File: config.mk
export PLATFORM = sky130hd
export DESIGN_NAME = conv_window_gen_flat
export DESIGN_NICKNAME = d
export VERILOG_FILES = /design/src/rtl/conv_window_gen_if.sv /design/src/rtl/conv_window_gen.sv /design/src/flat_wrapper.sv
export SDC_FILE = /design/constraint.sdc
export NUM_CORES = 1
export LEC_CHECK = 0
export BUFFER_PORTS_ARGS = -buffer_cell sky130_fd_sc_hd__buf_2
export CAP_MARGIN = 20
export CORE_MARGIN = 1
export CORE_UTILIZATION = 25
export CTS_BUF_LIST = sky130_fd_sc_hd__clkbuf_16
export DETAILED_ROUTE_END_ITERATION = 10
export PLACE_DENSITY_LB_ADDON = 0.2
export SLEW_MARGIN = 0
export SYNTH_ARGS = -nofsm -noshare
export SYNTH_HDL_FRONTEND = slang
export SYNTH_SLANG_ARGS = --single-unit
export TNS_END_PERCENT = 1
File: constraint.sdc
create_clock -name clk -period 2.81 [get_ports clk]
set_clock_uncertainty 0.05 [all_clocks]
set_input_delay 0.281 -clock clk [delete_from_list [all_inputs] [get_ports clk]]
set_output_delay 0.281 -clock clk [all_outputs]
set_load 0.05 [all_outputs]
File: src/rtl/conv_window_gen_if.sv
// rtl/conv_window_gen_if.sv - pixel-in / window-out handshake bundle for conv_window_gen
interface conv_window_gen_if #(
  parameter int KERNEL_SIZE    = 3,
  parameter int PX_SIZE        = 8,
  parameter int INPUT_CHANNELS = 1,
  parameter int IMG_WIDTH      = 8,
  parameter int IMG_HEIGHT     = 8
);
  logic                                                              in_valid;
  logic                                                              in_ready;
  logic [INPUT_CHANNELS-1:0][PX_SIZE-1:0]                            in_px;
  logic                                                              win_valid;
  logic                                                              win_ready;
  logic [KERNEL_SIZE-1:0][KERNEL_SIZE-1:0][INPUT_CHANNELS-1:0][PX_SIZE-1:0] win;
  logic [$clog2(IMG_WIDTH)-1:0]                                      win_col;
  logic [$clog2(IMG_HEIGHT)-1:0]                                     win_row;
  logic                                                              win_last;

  // master: pixel source + window consumer; slave: the window generator
  modport master (
    output in_valid, in_px, win_ready,
    input  in_ready, win_valid, win, win_col, win_row, win_last
  );

  modport slave (
    input  in_valid, in_px, win_ready,
    output in_ready, win_valid, win, win_col, win_row, win_last
  );
endinterface

File: src/rtl/conv_window_gen.sv
// rtl/conv_window_gen.sv - raster-order KxK sliding window generator with K-1 line buffers
module conv_window_gen #(
  parameter int KERNEL_SIZE    = 3,
  parameter int PX_SIZE        = 8,
  parameter int INPUT_CHANNELS = 1,
  parameter int IMG_WIDTH      = 8,
  parameter int IMG_HEIGHT     = 8
) (
  input  logic              clk,
  input  logic              rst_n,
  conv_window_gen_if.slave  bus
);
  localparam int K  = KERNEL_SIZE;
  localparam int CW = $clog2(IMG_WIDTH);
  localparam int RW = $clog2(IMG_HEIGHT);

  typedef logic [INPUT_CHANNELS-1:0][PX_SIZE-1:0]               px_t;
  typedef logic [K-1:0][INPUT_CHANNELS-1:0][PX_SIZE-1:0]        col_t;
  typedef logic [K-1:0][K-1:0][INPUT_CHANNELS-1:0][PX_SIZE-1:0] win_t;

  logic [CW-1:0] col;
  logic [RW-1:0] row;
  px_t           line_buf [0:K-2][0:IMG_WIDTH-1];
  win_t          shift_win;
  win_t          next_win;
  col_t          new_col;

  logic          win_valid_q;
  win_t          win_q;
  logic [CW-1:0] win_col_q;
  logic [RW-1:0] win_row_q;
  logic          win_last_q;

  logic          accept;
  logic          produce;
  logic          at_row_end;
  logic          at_last_row;

  assign bus.in_ready  = rst_n && (!win_valid_q || bus.win_ready);
  assign bus.win_valid = win_valid_q;
  assign bus.win       = win_q;
  assign bus.win_col   = win_col_q;
  assign bus.win_row   = win_row_q;
  assign bus.win_last  = win_last_q;

  assign accept      = bus.in_valid && bus.in_ready;
  assign at_row_end  = (col == CW'(IMG_WIDTH - 1));
  assign at_last_row = (row == RW'(IMG_HEIGHT - 1));
  assign produce     = accept && (col >= CW'(K - 1)) && (row >= RW'(K - 1));

  // line_buf[0] holds the oldest row, so it feeds the top (y=0) of the new column
  always_comb begin
    new_col = '0;
    for (int y = 0; y < K - 1; y++) begin
      new_col[y] = line_buf[y][col];
    end
    new_col[K-1] = bus.in_px;

    next_win = shift_win;
    for (int x = 0; x < K - 1; x++) begin
      next_win[x] = shift_win[x+1];
    end
    next_win[K-1] = new_col;
  end

  // Datapath storage is not reset: the first K-1 rows of a frame overwrite every entry a window uses
  always_ff @(posedge clk) begin
    if (accept) begin
      shift_win <= next_win;
      for (int y = 0; y < K - 2; y++) begin
        line_buf[y][col] <= line_buf[y+1][col];
      end
      line_buf[K-2][col] <= bus.in_px;
    end
  end

  always_ff @(posedge clk) begin
    if (!rst_n) begin
      col         <= '0;
      row         <= '0;
      win_valid_q <= 1'b0;
      win_q       <= '0;
      win_col_q   <= '0;
      win_row_q   <= '0;
      win_last_q  <= 1'b0;
    end else if (accept) begin
      if (at_row_end) begin
        col <= '0;
        row <= at_last_row ? '0 : row + RW'(1);
      end else begin
        col <= col + CW'(1);
      end

      // an accept always retires any held window, so valid simply follows produce
      win_valid_q <= produce;
      if (produce) begin
        win_q      <= next_win;
        win_col_q  <= col - CW'(K - 1);
        win_row_q  <= row - RW'(K - 1);
        win_last_q <= at_row_end && at_last_row;
      end
    end else if (bus.win_ready) begin
      win_valid_q <= 1'b0;
    end
  end
endmodule
File: src/flat_wrapper.sv
// flat-port wrapper written by rule: the top's interface ports become plain ports
module conv_window_gen_flat 
#(
  parameter int KERNEL_SIZE    = 3,
  parameter int PX_SIZE        = 8,
  parameter int INPUT_CHANNELS = 1,
  parameter int IMG_WIDTH      = 8,
  parameter int IMG_HEIGHT     = 8
)
  (clk, rst_n, bus_in_valid, bus_in_px, bus_win_ready, bus_in_ready, bus_win_valid, bus_win, bus_win_col, bus_win_row, bus_win_last);
  conv_window_gen_if #(.KERNEL_SIZE(KERNEL_SIZE), .PX_SIZE(PX_SIZE), .INPUT_CHANNELS(INPUT_CHANNELS), .IMG_WIDTH(IMG_WIDTH), .IMG_HEIGHT(IMG_HEIGHT)) bus_i ();
  input  logic clk;
  input  logic rst_n;
  input wire logic [$bits(bus_i.in_valid)-1:0] bus_in_valid;
  input wire logic [$bits(bus_i.in_px)-1:0] bus_in_px;
  input wire logic [$bits(bus_i.win_ready)-1:0] bus_win_ready;
  output wire logic [$bits(bus_i.in_ready)-1:0] bus_in_ready;
  output wire logic [$bits(bus_i.win_valid)-1:0] bus_win_valid;
  output wire logic [$bits(bus_i.win)-1:0] bus_win;
  output wire logic [$bits(bus_i.win_col)-1:0] bus_win_col;
  output wire logic [$bits(bus_i.win_row)-1:0] bus_win_row;
  output wire logic [$bits(bus_i.win_last)-1:0] bus_win_last;
  assign bus_i.in_valid = bus_in_valid;
  assign bus_i.in_px = bus_in_px;
  assign bus_i.win_ready = bus_win_ready;
  assign bus_in_ready = bus_i.in_ready;
  assign bus_win_valid = bus_i.win_valid;
  assign bus_win = bus_i.win;
  assign bus_win_col = bus_i.win_col;
  assign bus_win_row = bus_i.win_row;
  assign bus_win_last = bus_i.win_last;
  conv_window_gen #(.KERNEL_SIZE(KERNEL_SIZE), .PX_SIZE(PX_SIZE), .INPUT_CHANNELS(INPUT_CHANNELS), .IMG_WIDTH(IMG_WIDTH), .IMG_HEIGHT(IMG_HEIGHT)) u_core (.clk(clk), .rst_n(rst_n), .bus(bus_i));
endmodule
# ---- Yosys cells after proc, flatten, opt, wreduce, memory -nomap -nowiden
# Memories as Yosys holds them, arrays and structs flattened.
# Index checks and enable logic that the tools add are counted.
dict set report word_totals {
  ff_bits 134
  mem_bits_rw 128
  output_inout_bits 81
  memories 1
}
# name words width rd rd_ports_with_merged_regs write_ports line_no
set mem_list {}
lappend mem_list {u_core.line_buf 2 64 2 0 2 conv_window_gen.sv:23} ;# px_t line_buf [0:K-2][0:IMG_WIDTH-1];
dict set report op_classes {
  addsub 4
  n_lt_le_gt_ge 4
  eq_ne 2
  mux 14
  bitwise 1
  reduce_logical 11
}
# operator count
set ops {}
lappend ops {{$mux 64} 1}
lappend ops {{$bmux 8 s3} 2}
lappend ops {{$mux 8} 5}
lappend ops {{$demux 8 s3} 1}
lappend ops {{$add 3x1->3 const B} 2}
lappend ops {{$eq 3x3->1 const B} 2}
lappend ops {{$ge 3x2->1 const B} 2}
lappend ops {{$logic_and 1x1->1} 6}
lappend ops {{$mux 3} 2}
lappend ops {{$sub 3x2->3 const B} 2}
lappend ops {{$ge 4x4->1 const B} 1}
lappend ops {{$lt 4x1->1 const B} 1}
lappend ops {{$not 3->4} 1}
lappend ops {{$reduce_and 2->1} 2}
lappend ops {{$mux 1} 3}
lappend ops {{$reduce_bool 2->1} 1}
lappend ops {{$logic_not 1->1} 1}
lappend ops {{$logic_or 1x1->1} 1}

# ---- Logic depth before layout (Yosys ltp)
# Gate-level depths: netlist of the first run.
dict set report depth {
  ltp_word 7
  mapped_depth 10
  mapped_depth_nobuf 6
}

# ---- Least setup slack after synthesis of the first run
# OpenSTA, ideal clock, no wires.
dict set report synth_path {
  path_kind {reg2reg}
  from {register u_core.win_valid_q (netlist: u_core.bus.win_valid)}
  to {memory u_core.line_buf[0][112] in the netlist's numbering (enable)}
  setup_ns 0.409
  t_arrival_ns 2.234
  t_required_ns 2.351
  slack_ns 0.117
  stages_incl_launch_ff 6
  n_path_buf 2
  cell_sequence {dfxtp_1 > nand2b_1 > nand3_2 > buf_4 > buf_2 > nor3_1}
}
# item line_no
set synth_rtl {}
lappend synth_rtl {{start, declared} conv_window_gen.sv:28} ;# logic win_valid_q;
lappend synth_rtl {{start signal, assigned} conv_window_gen.sv:95} ;# win_valid_q <= produce;
lappend synth_rtl {{end, declared} conv_window_gen.sv:23}

# ---- Worst setup path after layout of the first run
dict set report layout_path {
  from {register u_core.col[2]}
  to {register u_core.win_q, in the netlist u_core.bus.win[68]}
}
dict set report layout_via {
  elab_chain_len 4
}
# item line_no
set layout_lines {}
lappend layout_lines {{start, declared} conv_window_gen.sv:21} ;# logic [CW-1:0] col;
lappend layout_lines {{start signal, assigned} conv_window_gen.sv:91} ;# col <= col + CW'(1);
lappend layout_lines {{$ge 3x2->1} conv_window_gen.sv:49} ;# assign produce = accept && (col >= CW'(K - 1)) && (row >= RW'(K - 1));
lappend layout_lines {{$logic_and 1x1->1 (2 in series)} conv_window_gen.sv:49}
lappend layout_lines {{$reduce_and 2->1 (no source line)} --}
lappend layout_lines {{end signal, assigned} conv_window_gen.sv:97} ;# win_q <= next_win;
lappend layout_lines {{end, declared} conv_window_gen.sv:29} ;# win_t win_q;
# No other way between the ends.
# A chain may end at the register's enable or synchronous reset.

==> results of run 1 <==
==> path summary, 6_finish.rpt <==
path                          to                 from  slack [ns]
max           u_core.bus.win[68]        u_core.col[2]        0.65
max reg2reg   u_core.bus.win[68]        u_core.col[2]        0.65
min reg2reg   u_core.next_win[5]  u_core.next_win[29]        0.40
min          u_core.next_win[45]         bus_in_px[5]        0.04
==> cells in the final DEF, fill, tap and decap left out, types with 2 or more instances in the layout <==
cell	netlist	final
nand2_1	52	52
nand3_1	59	59
buf_12	0	4
a211oi_1	4	4
clkinv_2	0	7
inv_4	0	2
inv_6	1	4
bufinv_16	0	4
mux4_2	32	32
a21oi_1	85	85
edfxtp_1	176	176
dfxtp_1	86	85
nor3_2	0	2
o21ai_1	10	10
o21ai_0	49	49
a21o_1	17	17
nand2_2	16	16
clkinv_1	0	3
or3_1	2	2
inv_1	6	7
buf_4	11	17
and3_1	6	6
ha_1	11	11
clkbuf_16	0	32
buf_2	16	92
inv_2	3	2
==> power by group through the flow <==
stage	Clock (mW)	Combinational [mW]	Sequential [mW]
floorplan	0	0.210	4.28
global placement	0	0.329	4.29
detailed placement	0	0.329	4.29
CTS	4.08	0.329	4.21
global route	4.24	0.348	4.21
finish	3.97	0.316	4.21
==> cells by family (layout without fill, tap and decap cells) <==
logic type                 after synthesis  count (layout)  share of synthesized area, %
adders and majority gates               11              11                          1.39
and+or+nand+nor                        145             145                          7.16
AOI/OAI and AO/OA                      170             170                          9.35
buffers and inverters                   65             175                          3.85
muxes                                   32              32                          7.30
DFF                                    262             262                          70.9
==> layout make-up <==
type | count | area share, %
multi-input cells | 358 | 21.1
flip-flops and latches | 262 | 59.0
repair buffers | 113 | 5.62
inverters | 10 | 0.379
clock inverters | 20 | 1.77
well taps | 518 | 5.45
clock buffers | 32 | 6.74
==> per-stage QoR <==
stage / power (mW) / hold WS, ns / cells / area (um2) / setup WS [ns]
finish: 8.49 / 0.0392 / 1313 / 11900 / 0.646
global route: 8.80 / 0.0465 / 1313 / 11900 / 0.427
CTS: 8.61 / 0.0164 / 1313 / 11900 / 0.617
detailed placement: 4.62 / 0.383 / 1261 / 10900 / 0.637
global placement: 4.62 / 0.382 / 1261 / 10900 / 0.643
floorplan: 4.49 / 0.330 / 685 / 9880 / 0.117
==> registers in the layout, summed over array words and instances (netlist names) <==
signal                flops
u_core.next_win          48
u_core.bus.win_valid      1
u_core.col                3
u_core.row                3
u_core.bus.win           72
u_core.bus.win_last       1
u_core.line_buf         128
u_core.bus.win_row        3
u_core.bus.win_col        3
==> routing by layer <==
metal / part of all wire [%] / vias up / routed length, um / global-route usage (%)
li1: - / 2742 / - / -
met1: 47 / 2935 / 11400 / 16.3
met2: 48 / 103 / 11800 / 20.6
met3: 3.8 / 24 / 921 / 2.09
met4: 1.3 / 0 / 314 / 2.64
met5: 0 / - / 0 / 0
==> synth_stat cells, types with 2 or more instances <==
cell      count
buf_6         6
nor3_1        2
nand2_1      52
mux4_2       32
nand3_1      59
and3_1        6
inv_1         6
o21ai_0      49
buf_4        11
inv_2         3
or3_1         2
a21o_1       17
ha_1         11
clkbuf_1     19
buf_2        16
nand2_2      16
edfxtp_1    176
o21ai_1      10
dfxtp_1      86
a211oi_1      4
a21oi_1      85
==> summary.txt, run 1 <==
Setup path
  – Crit path max-delay family: buffers and inverters
  – R2R cell count: 7
  – CP peak stage delay: 0.47 ns
  – CP Data Required Time: 3.22 ns
  – Slowest CP cell: buf_4
  – Crit-path cells: inv_6, ha_1, inv_1, o22a_2, buf_4, nand3_1, a21oi_1
  – Stages on worst setup path: 7
  – WP data arrival: 2.57 ns
  – CP Class: register to register
  – Crit start category: register
  – CP bufs+invs: 3
  – Crit end category: register
  – CP Max Fanout: 43

GRT
  – Antenna violations before repair: 2
  – Number of global-route vias before repair: 5919
  – Remaining global-route overflow: 0
  – Largest net degree at the start of global routing: 116
  – First-pass GRT wire length: 37.8 mm
  – Total track usage: 12.2%

STA
  – Min Tclk post-route: 2.16 ns
  – Fmax: 462 MHz
  – Slew Viols, Final: 0
  – Fin crit share: 77.0%
  – Fin. Hold Viols: 0
  – Worst rel slew slack: 53.3%
  – Worst Tran Pin Value: 0.701 ns
  – Final setup vio count: 0
  – RSZ-0062 raised after global routing: false
  – Setup TNS: 0 ns

Yosys
  – Yosys warns: 0
  – Syn nets: 708
  – Area leader, netlist: edfxtp_1
  – Post-Syn Instances: 685
  – Top FF cell, synth: edfxtp_1
  – Unique masters post-synth: 38
  – Synth top area cells: edfxtp_1, dfxtp_1, mux4_2
  – Register area share after synthesis: 70.9%
  – Yosys top cell area share: 53.5%
  – Yosys reg bits: 262
  – Post-Syn Area: 9880 um2
  – EDFF count, synth: 176
  – Async S/R FF share, synth: 0%
  – Syn_area_per_cell: 14.4 um2

Die
  – Die Y: 201 um
  – Full die area: 40300 um2
  – Die X: 201 um
  – Core footprint: 38800 um2
  – Io pins: 93
  – Cell row count: 72
  – Initial core utilization: 25.4%

Drt
  – Drt first-iter violations: 288
  – DR DRC count: 0
  – Antenna Nets Post-Route: 0
  – DRT Wirelength: 24.5 mm
  – Total iterations of the first detailed-routing run: 4
  – Via count: 5804
  – Via density: 4.42
  – WL per Instance: 18.7 um

Cells and area
  – Area Growth Syn to Fin: 20.4%
  – Flip-flop and latch area: 7010 um2
  – N_diodes: 0
  – Fill cells: 3908
  – Utilization after layout: 30.6%
  – Layout cells sized above 1: 27.7%
  – Area of the multi-input gates: 2510 um2
  – Number of nets in the layout: 796

Power
  – Part of the power in combinational logic: 3.7%
  – Psw: 1.79 mW
  – Clk network pwr share: 46.7%
  – P_int: 6.70 mW
  – Pleak: 4.29 nW
  – Seq pwr share: 49.6%
  – Power density over the cells: 714 nW/um2
  – Sw frac: 21.1%
  – Worst vdd ir: 0.000464 V

Clock tree
  – CTS HTree Levels: 1
  – # hold bufs at CTS: 0
  – Max Buffers Root-to-Sink: 3
  – Cts bufs inserted: 28
  – Clk_lat worst skew: 0.53 ns
  – CTS tree: done
  – Clk sink count: 262
  – Post-CTS Setup Repair Bufs: 0
  – PostCTS Resize Cnt: 0
  – CTS root buf: clkbuf_16
  – Clk slew on worst S/H paths: 0.06 ns

Placement
  – Final HPWL from detailed placement: 14.4 mm
  – RePlAce Congestion: 0.710
  – PortBufs: 92

Min path
  – Hold depth: 1
  – Hold Crit Class: input pin to register

Status
  – Outcome: completed

Run
  – Total of max-cap violations: 0
(Power assumes the default switching activity.)
==> run 2: changes to the inputs <==
--- a/config.mk
+++ b/config.mk
@@ -5,6 +5,7 @@
 export SDC_FILE = /design/constraint.sdc
 export NUM_CORES = 1
 export LEC_CHECK = 0
+export ABC_AREA = 1
 export BUFFER_PORTS_ARGS = -buffer_cell sky130_fd_sc_hd__buf_2
 export CAP_MARGIN = 20
 export CORE_MARGIN = 1
==> constraint.sdc (replaced) <==
create_clock -name clk -period 1.9 [get_ports clk]
set_clock_uncertainty 0.05 [all_clocks]
set_input_delay 0.19 -clock clk [delete_from_list [all_inputs] [get_ports clk]]
set_output_delay 0.19 -clock clk [all_outputs]
set_load 0.05 [all_outputs]
==> run 2 against run 1 <==
Against the previous run: critical path depth unchanged; fmax increased by 27%; critical endpoint is now u_core.line_buf[0][0]; largest power group unchanged; sequential share of layout area decreased by 4.2 points; worst hold slack got worse by 0.019 ns; non-clock buffer count increased by 42; critical path type unchanged; clock power increased by 29%; global-route usage increased by 0.23 points; combinational power increased to 2.7 times the previous value; setup slack got worse by 0.45 ns; power increased by 44%; sequential power increased by 49%.
==> summary.txt, run 2 <==
Power
  – Tot Pwr: 12.2 mW (was 8.49 mW)
  – Pleak: 5.61 nW (was 4.29 nW)
  – Power density over the cells: 956 nW/um2 (was 714 nW/um2)
  – Worst vdd ir: 0.000536 V (was 0.000464 V)

GRT
  – First-pass GRT wire length: 40.2 mm (was 37.8 mm)
  – Number of global-route vias before repair: 6634 (was 5919)
  – Total track usage: 12.4% (was 12.2%)
  – Largest net degree at the start of global routing: 84 (was 116)
  – Remaining global-route overflow: 0 (unchanged)
  – Antenna violations before repair: 0 (was 2)

Clock tree
  – Clk sink count: 262 (unchanged)
  – CTS tree: done (unchanged)
  – CTS HTree Levels: 1 (unchanged)
  – Clk_lat worst skew: 0.54 ns (was 0.53 ns)
  – Cts bufs inserted: 28 (unchanged)
  – CTS root buf: clkbuf_16 (unchanged)
  – Clk slew on worst S/H paths: 0.06 ns (about the same)
  – Max Buffers Root-to-Sink: 3 (unchanged)

Die
  – Initial core utilization: 25.6% (was 25.4%)
  – Full die area: 41700 um2 (was 40300 um2)
  – Cell row count: 73 (was 72)
  – Core footprint: 40000 um2 (was 38800 um2)
  – Die X: 204 um (was 201 um)
  – Io pins: 93 (unchanged)
  – Die Y: 204 um (was 201 um)

Placement
  – Worst slack, placed: 0.144 ns (was 0.637 ns)
  – Final HPWL from detailed placement: 16.0 mm (was 14.4 mm)
  – Placed Area: 11800 um2 (was 10900 um2)
  – DP Cell Count: 1607 (was 1261)
  – RePlAce Congestion: 0.729 (was 0.710)
  – PortBufs: 92 (unchanged)

Setup path
  – CP Max Fanout: 51 (was 43)
  – Cell repeated most along the worst path: nand2_1
  – CP Data Required Time: 2.15 ns (was 3.22 ns)
  – CP bufs+invs: 2 (was 3)
  – WP data arrival: 1.96 ns (was 2.57 ns)
  – CP Class: register to register (unchanged)
  – Crit start category: register (unchanged)
  – Slowest CP cell: dfxtp_2 (was buf_4)
  – Crit path max-delay family: buffers and inverters (unchanged)
  – Crit end category: register (unchanged)
  – CP peak stage delay: 0.36 ns (was 0.47 ns)
  – Crit-path cells: buf_12, nand2_1, nand2_1, nand2_1, nand3_1, nand2_1, inv_1 (was inv_6, ha_1, inv_1, o22a_2, buf_4, nand3_1, a21oi_1)

Yosys
  – Yosys reg bits: 262 (unchanged)
  – Yosys warns: 0 (unchanged)
  – Area leader, netlist: edfxtp_1 (unchanged)
  – Post-Syn Area: 10200 um2 (was 9880 um2)
  – Unique masters post-synth: 24 (was 38)
  – Most instantiated cells after synthesis: nand2_1, edfxtp_1, nor2_1, inv_1, dfxtp_1 (was edfxtp_1, dfxtp_1, a21oi_1, nand3_1, nand2_1)
  – Async S/R FF share, synth: 0% (unchanged)
  – Synth top area cells: edfxtp_1, dfxtp_1, nand2_1 (was edfxtp_1, dfxtp_1, mux4_2)
  – EDFF count, synth: 176 (unchanged)
  – Post-Syn Instances: 985 (was 685)
  – Register area share after synthesis: 68.5% (was 70.9%)
  – Syn_area_per_cell: 10.4 um2 (was 14.4 um2)
  – Top FF cell, synth: edfxtp_1 (unchanged)
  – Yosys top cell area share: 51.7% (was 53.5%)
  – Syn nets: 1008 (was 708)
  – Cell with the most instances after synthesis: nand2_1 (was edfxtp_1)

Cells and area
  – Utilization after layout: 32.0% (was 30.6%)
  – N_diodes: 0 (unchanged)
  – Fin area: 12800 um2 (was 11900 um2)
  – Area of the multi-input gates: 2530 um2 (was 2510 um2)
  – Number of nets in the layout: 1143 (was 796)
  – Most common cell after layout, fill and taps aside: nand2_1 (was edfxtp_1)
  – Commonest cells after routing, fill and taps aside: nand2_1, edfxtp_1, inv_1 (was edfxtp_1, buf_2, a21oi_1, dfxtp_1, nand3_1)
  – Non-Filler Instances: 1667 (was 1313)
  – Area Growth Syn to Fin: 25.2% (was 20.4%)
  – Number of flip-flops in the largest register: 128 (unchanged)
  – Top reg by flops: u_core.line_buf (unchanged)
  – Layout cells sized above 1: 18.7% (was 27.7%)
  – Fill cells: 4129 (was 3908)
  – Flip-flop and latch area: 7010 um2 (about the same)

Drt
  – WL per Instance: 15.4 um (was 18.7 um)
  – DRT Wirelength: 25.6 mm (was 24.5 mm)
  – Antenna Nets Post-Route: 0 (unchanged)
  – Met1 WL: 12.3 mm (was 11.4 mm)
  – Via density: 4.15 (was 4.42)
  – Met2 WL: 11.9 mm (was 11.8 mm)
  – DR top layer: met4 (unchanged)
  – Total iterations of the first detailed-routing run: 4 (unchanged)
  – Routed met3 length: 977 um (was 921 um)
  – DR DRC count: 0 (unchanged)
  – Via count: 6911 (was 5804)
  – Drt first-iter violations: 421 (was 288)

STA
  – Hold Slack: 0.0205 ns (was 0.0392 ns)
  – Slew Viols, Final: 0 (unchanged)
  – Final setup vio count: 0 (unchanged)
  – Worst rel slew slack: 75.7% (was 53.3%)
  – Fin crit share: 89.5% (was 77.0%)
  – Min Tclk post-route: 1.70 ns (was 2.16 ns)
  – Setup TNS: 0 ns (unchanged)
  – Worst Setup Slack, final: 0.199 ns (was 0.646 ns)
  – RSZ-0062 raised after global routing: false (unchanged)
  – Worst Tran Pin Value: 0.363 ns (was 0.701 ns)
  – Fin. Hold Viols: 0 (unchanged)
  – Fmax: 588 MHz (was 462 MHz)

Status
  – Outcome: completed (unchanged)

Min path
  – Hold Crit Class: input pin to register (unchanged)

Run
  – Total of max-cap violations: 0 (unchanged)
-- run 2: report_power, final --
part	switching, mW	leakage, nW	internal, mW	total, mW
registers	0.0376	2.30	6.26	6.29
logic	0.570	2.86	0.268	0.838
clock network	2.19	0.455	2.92	5.11
total	2.80	5.61	9.44	12.2
-- run 2: worst paths after layout --
| path | to | depth (start not counted) | startpoint | slack [ns] |
|---|---|---|---|---|
| max | u_core.line_buf[0][0] | 7 | u_core.col[0] | 0.20 |
| min | u_core.line_buf[0][96] | 1 | bus_in_px[0] | 0.02 |
| max reg2reg | u_core.line_buf[0][0] | 7 | u_core.col[0] | 0.20 |
| min reg2reg | u_core.next_win[6] | 0 | u_core.next_win[30] | 0.40 |
-- run 2: what timing repair did --
action,CTS,global route
endpoints found under the hold margin,70,0
resized for setup,0,2
endpoints found under the setup margin,0,12
setup buffers,0,0
hold buffers,8,0
-- run 2: layout make-up --
cell class | instances | area share [%]
clock buffer | 31 | 6.06
clock inverter | 21 | 0.762
inverter | 130 | 3.88
multi-input combinational | 543 | 19.8
sequential | 262 | 54.8
tap | 525 | 5.13
timing repair buffer | 155 | 9.60
-- run 2: logic make-up (layout without fill, tap and decap cells) --
group	after synthesis	count (layout)	share of synthesized area [%]
buffers and inverters	180	337	7.61
adder cells (fa/ha/maj)	11	11	1.35
flip-flops	262	262	68.5
AO/OA/AOI/OAI	103	103	5.46
AND/OR/NAND/NOR	429	429	17.1
-- run 2: metal layers --
layer	global-route usage, %	up-vias
li1	-	3471
met1	17.2	3299
met2	20.2	111
met3	1.93	30
met4	3.01	0
met5	0	-
==> run 3: changes to the inputs <==
--- a/config.mk
+++ b/config.mk
@@ -6,7 +6,7 @@
 export NUM_CORES = 1
 export LEC_CHECK = 0
 export ABC_AREA = 1
-export BUFFER_PORTS_ARGS = -buffer_cell sky130_fd_sc_hd__buf_2
+export BUFFER_PORTS_ARGS = -buffer_cell sky130_fd_sc_hd__clkbuf_2
 export CAP_MARGIN = 20
 export CORE_MARGIN = 1
 export CORE_UTILIZATION = 25
==> run 3 against run 2 <==
Against the previous run: fmax decreased by 3.8%; core utilization hardly changed; sequential share of layout area down 0.053 points; critical path depth down 2; die area unchanged; critical path type is now input pin to primary output; via count about the same; final cell count is 0.18% higher; final area barely moved; sequential power barely moved.
==> summary.txt, run 3 (synthesis gave the netlist of run 2 again) <==
STA
  – Worst rel slew slack: 71.5% (was 75.7%)
  – Fmax: 565 MHz (was 588 MHz)
  – Slew Viols, Final: 0 (unchanged)
  – Fin. Hold Viols: 0 (unchanged)
  – Final setup vio count: 0 (unchanged)
  – Hold Slack: 0.0790 ns (was 0.0205 ns)
  – Fin crit share: 93.1% (was 89.5%)
  – Worst Tran Pin Value: 0.427 ns (was 0.363 ns)
  – Min Tclk post-route: 1.77 ns (was 1.70 ns)

Clock tree
  – Cts bufs inserted: 29 (was 28)
  – Clk_lat worst skew: 0.55 ns (was 0.54 ns)
  – CTS root buf: clkbuf_16 (unchanged)
  – Max Buffers Root-to-Sink: 3 (unchanged)
  – CTS HTree Levels: 1 (unchanged)
  – Post-CTS Setup Repair Bufs: 0 (unchanged)
  – CTS tree: done (unchanged)
  – Clk sink count: 262 (unchanged)
  – Clk slew on worst S/H paths: 0.06 ns (about the same)

Setup path
  – WP data arrival: 1.53 ns (was 1.96 ns)
  – Crit-path cells: dlygate4sd3_1, clkbuf_2, inv_1, nor2_1, clkbuf_4 (was buf_12, nand2_1, nand2_1, nand2_1, nand3_1, nand2_1, inv_1)
  – Worst r2r dst: u_core.bus.win[64] (was u_core.line_buf[0][0])
  – Worst Setup SP: rst_n (was u_core.col[0])
  – R2R setup slack: 0.18 ns (was 0.20 ns)
  – CP bufs+invs: 4 (was 2)
  – Slowest CP cell: dlygate4sd3_1 (was dfxtp_2)
  – CP Data Required Time: 1.66 ns (was 2.15 ns)
  – Crit end category: primary output (was register)
  – Crit start category: input pin (was register)
  – Setup crit end: bus_in_ready (was u_core.line_buf[0][0])
  – CP Max Fanout: 10 (was 51)
  – CP Class: input pin to primary output (was register to register)
  – CP peak stage delay: 0.53 ns (was 0.36 ns)
  – Reg2reg start: u_core.col[1] (was u_core.col[0])
  – R2R cell count: 9 (was 7)
  – Stages on worst setup path: 5 (was 7)
  – Crit path max-delay family: buffers and inverters (unchanged)

Power
  – Power density over the cells: 956 nW/um2 (about the same)
  – Worst vdd ir: 0.000558 V (was 0.000536 V)
  – Pleak: 5.55 nW (was 5.61 nW)

Drt
  – Antenna Nets Post-Route: 0 (unchanged)
  – DR DRC count: 0 (unchanged)
  – Via count: 6916 (was 6911)
  – Total iterations of the first detailed-routing run: 5 (was 4)
  – DRT Wirelength: 25.4 mm (was 25.6 mm)
  – Drt first-iter violations: 360 (was 421)
  – Via density: 4.14 (was 4.15)
  – WL per Instance: 15.2 um (was 15.4 um)

Cells and area
  – Commonest cells after routing, fill and taps aside: nand2_1, edfxtp_1, inv_1 (unchanged)
  – Area Growth Syn to Fin: 25.3% (was 25.2%)
  – Layout cells sized above 1: 18.3% (was 18.7%)
  – N_diodes: 0 (unchanged)
  – Most common cell after layout, fill and taps aside: nand2_1 (unchanged)
  – Top reg by flops: u_core.line_buf (unchanged)
  – Utilization after layout: 32.0% (about the same)
  – Number of nets in the layout: 1146 (was 1143)
  – Number of flip-flops in the largest register: 128 (unchanged)

Die
  – Full die area: 41700 um2 (unchanged)
  – Die Y: 204 um (unchanged)
  – Initial core utilization: 25.6% (unchanged)
  – Cell row count: 73 (unchanged)
  – Die X: 204 um (unchanged)
  – Io pins: 93 (unchanged)
  – Core footprint: 40000 um2 (unchanged)

Placement
  – PortBufs: 92 (unchanged)
  – RePlAce Congestion: 0.730 (was 0.729)
  – Final HPWL from detailed placement: 16.5 mm (was 16.0 mm)

GRT
  – Remaining global-route overflow: 0 (unchanged)
  – Antenna violations before repair: 0 (unchanged)
  – Largest net degree at the start of global routing: 45 (was 84)
  – First-pass GRT wire length: 39.7 mm (was 40.2 mm)
  – Total track usage: 12.3% (was 12.4%)
  – Number of global-route vias before repair: 6648 (was 6634)

Run
  – Total of max-cap violations: 0 (unchanged)

Status
  – Outcome: completed (unchanged)

Min path
  – Hold depth: 1 (unchanged)
  – Hold Crit Class: input pin to register (unchanged)
run 3: changes by cell type in the layout (fill, tap and decap cells not counted), sizes merged:
cell | previous run | this run
clkinv | 17 | 12
buf | 147 | 57
clkbuf | 31 | 123
inv | 133 | 139
run 3: routing by layer:
| layer | GRT usage, % | routed length [um] |
|---|---|---|
| met1 | 17.0 | 12200 |
| met2 | 19.9 | 11800 |
| met3 | 2.04 | 953 |
| met4 | 3.25 | 423 |
| met5 | 0 | 0 |
run 3: how the worst min path moves through the flow:
stage | to | startpoint
2_1_floorplan | u_core.line_buf[0][100] | bus_in_px[4]
6_report | u_core.line_buf[0][64] | bus_in_px[0]
3_5_place_dp | u_core.next_win[4] | u_core.next_win[28]
4_1_cts | u_core.line_buf[0][97] | bus_in_px[1]
3_3_place_gp | u_core.next_win[5] | u_core.next_win[29]
5_1_grt | u_core.line_buf[0][64] | bus_in_px[0]
run 3: where the power goes:
part | total (mW) | internal [mW] | switching, mW | leakage, nW
clock network | 5.10 | 2.91 | 2.19 | 0.460
registers | 6.29 | 6.26 | 0.0376 | 2.30
logic | 0.851 | 0.280 | 0.570 | 2.79
total | 12.2 | 9.45 | 2.80 | 5.55
run 3: area by class of cell:
type / instances / area, um2
clock buffer: 31 / 776
clock inverter: 22 / 93.8
fill: 4098 / 27200
inverter: 130 / 497
multi-input combinational: 543 / 2530
sequential: 262 / 7010
tap: 525 / 657
timing repair buffer: 157 / 1250
run 3: metrics by stage:
step	power, mW	cells	TNS (ns)	area [um2]	setup slack (ns)
floorplan	6.83	985	-38.78	10300	-0.278
global placement	7.27	1609	0	11900	0.169
detailed placement	7.27	1609	0	11900	0.165
CTS	12.4	1670	0	12800	0.0673
global route	12.8	1670	-0.00282	12800	-0.00282
finish	12.2	1670	0	12800	0.132
run 3: timing repair:
action                                  in CTS  in global routing
hold buffers                                 8                  0
endpoints found under the hold margin       65                  0
endpoints found under the setup margin       0                  1
gates resized for setup                      0                  2
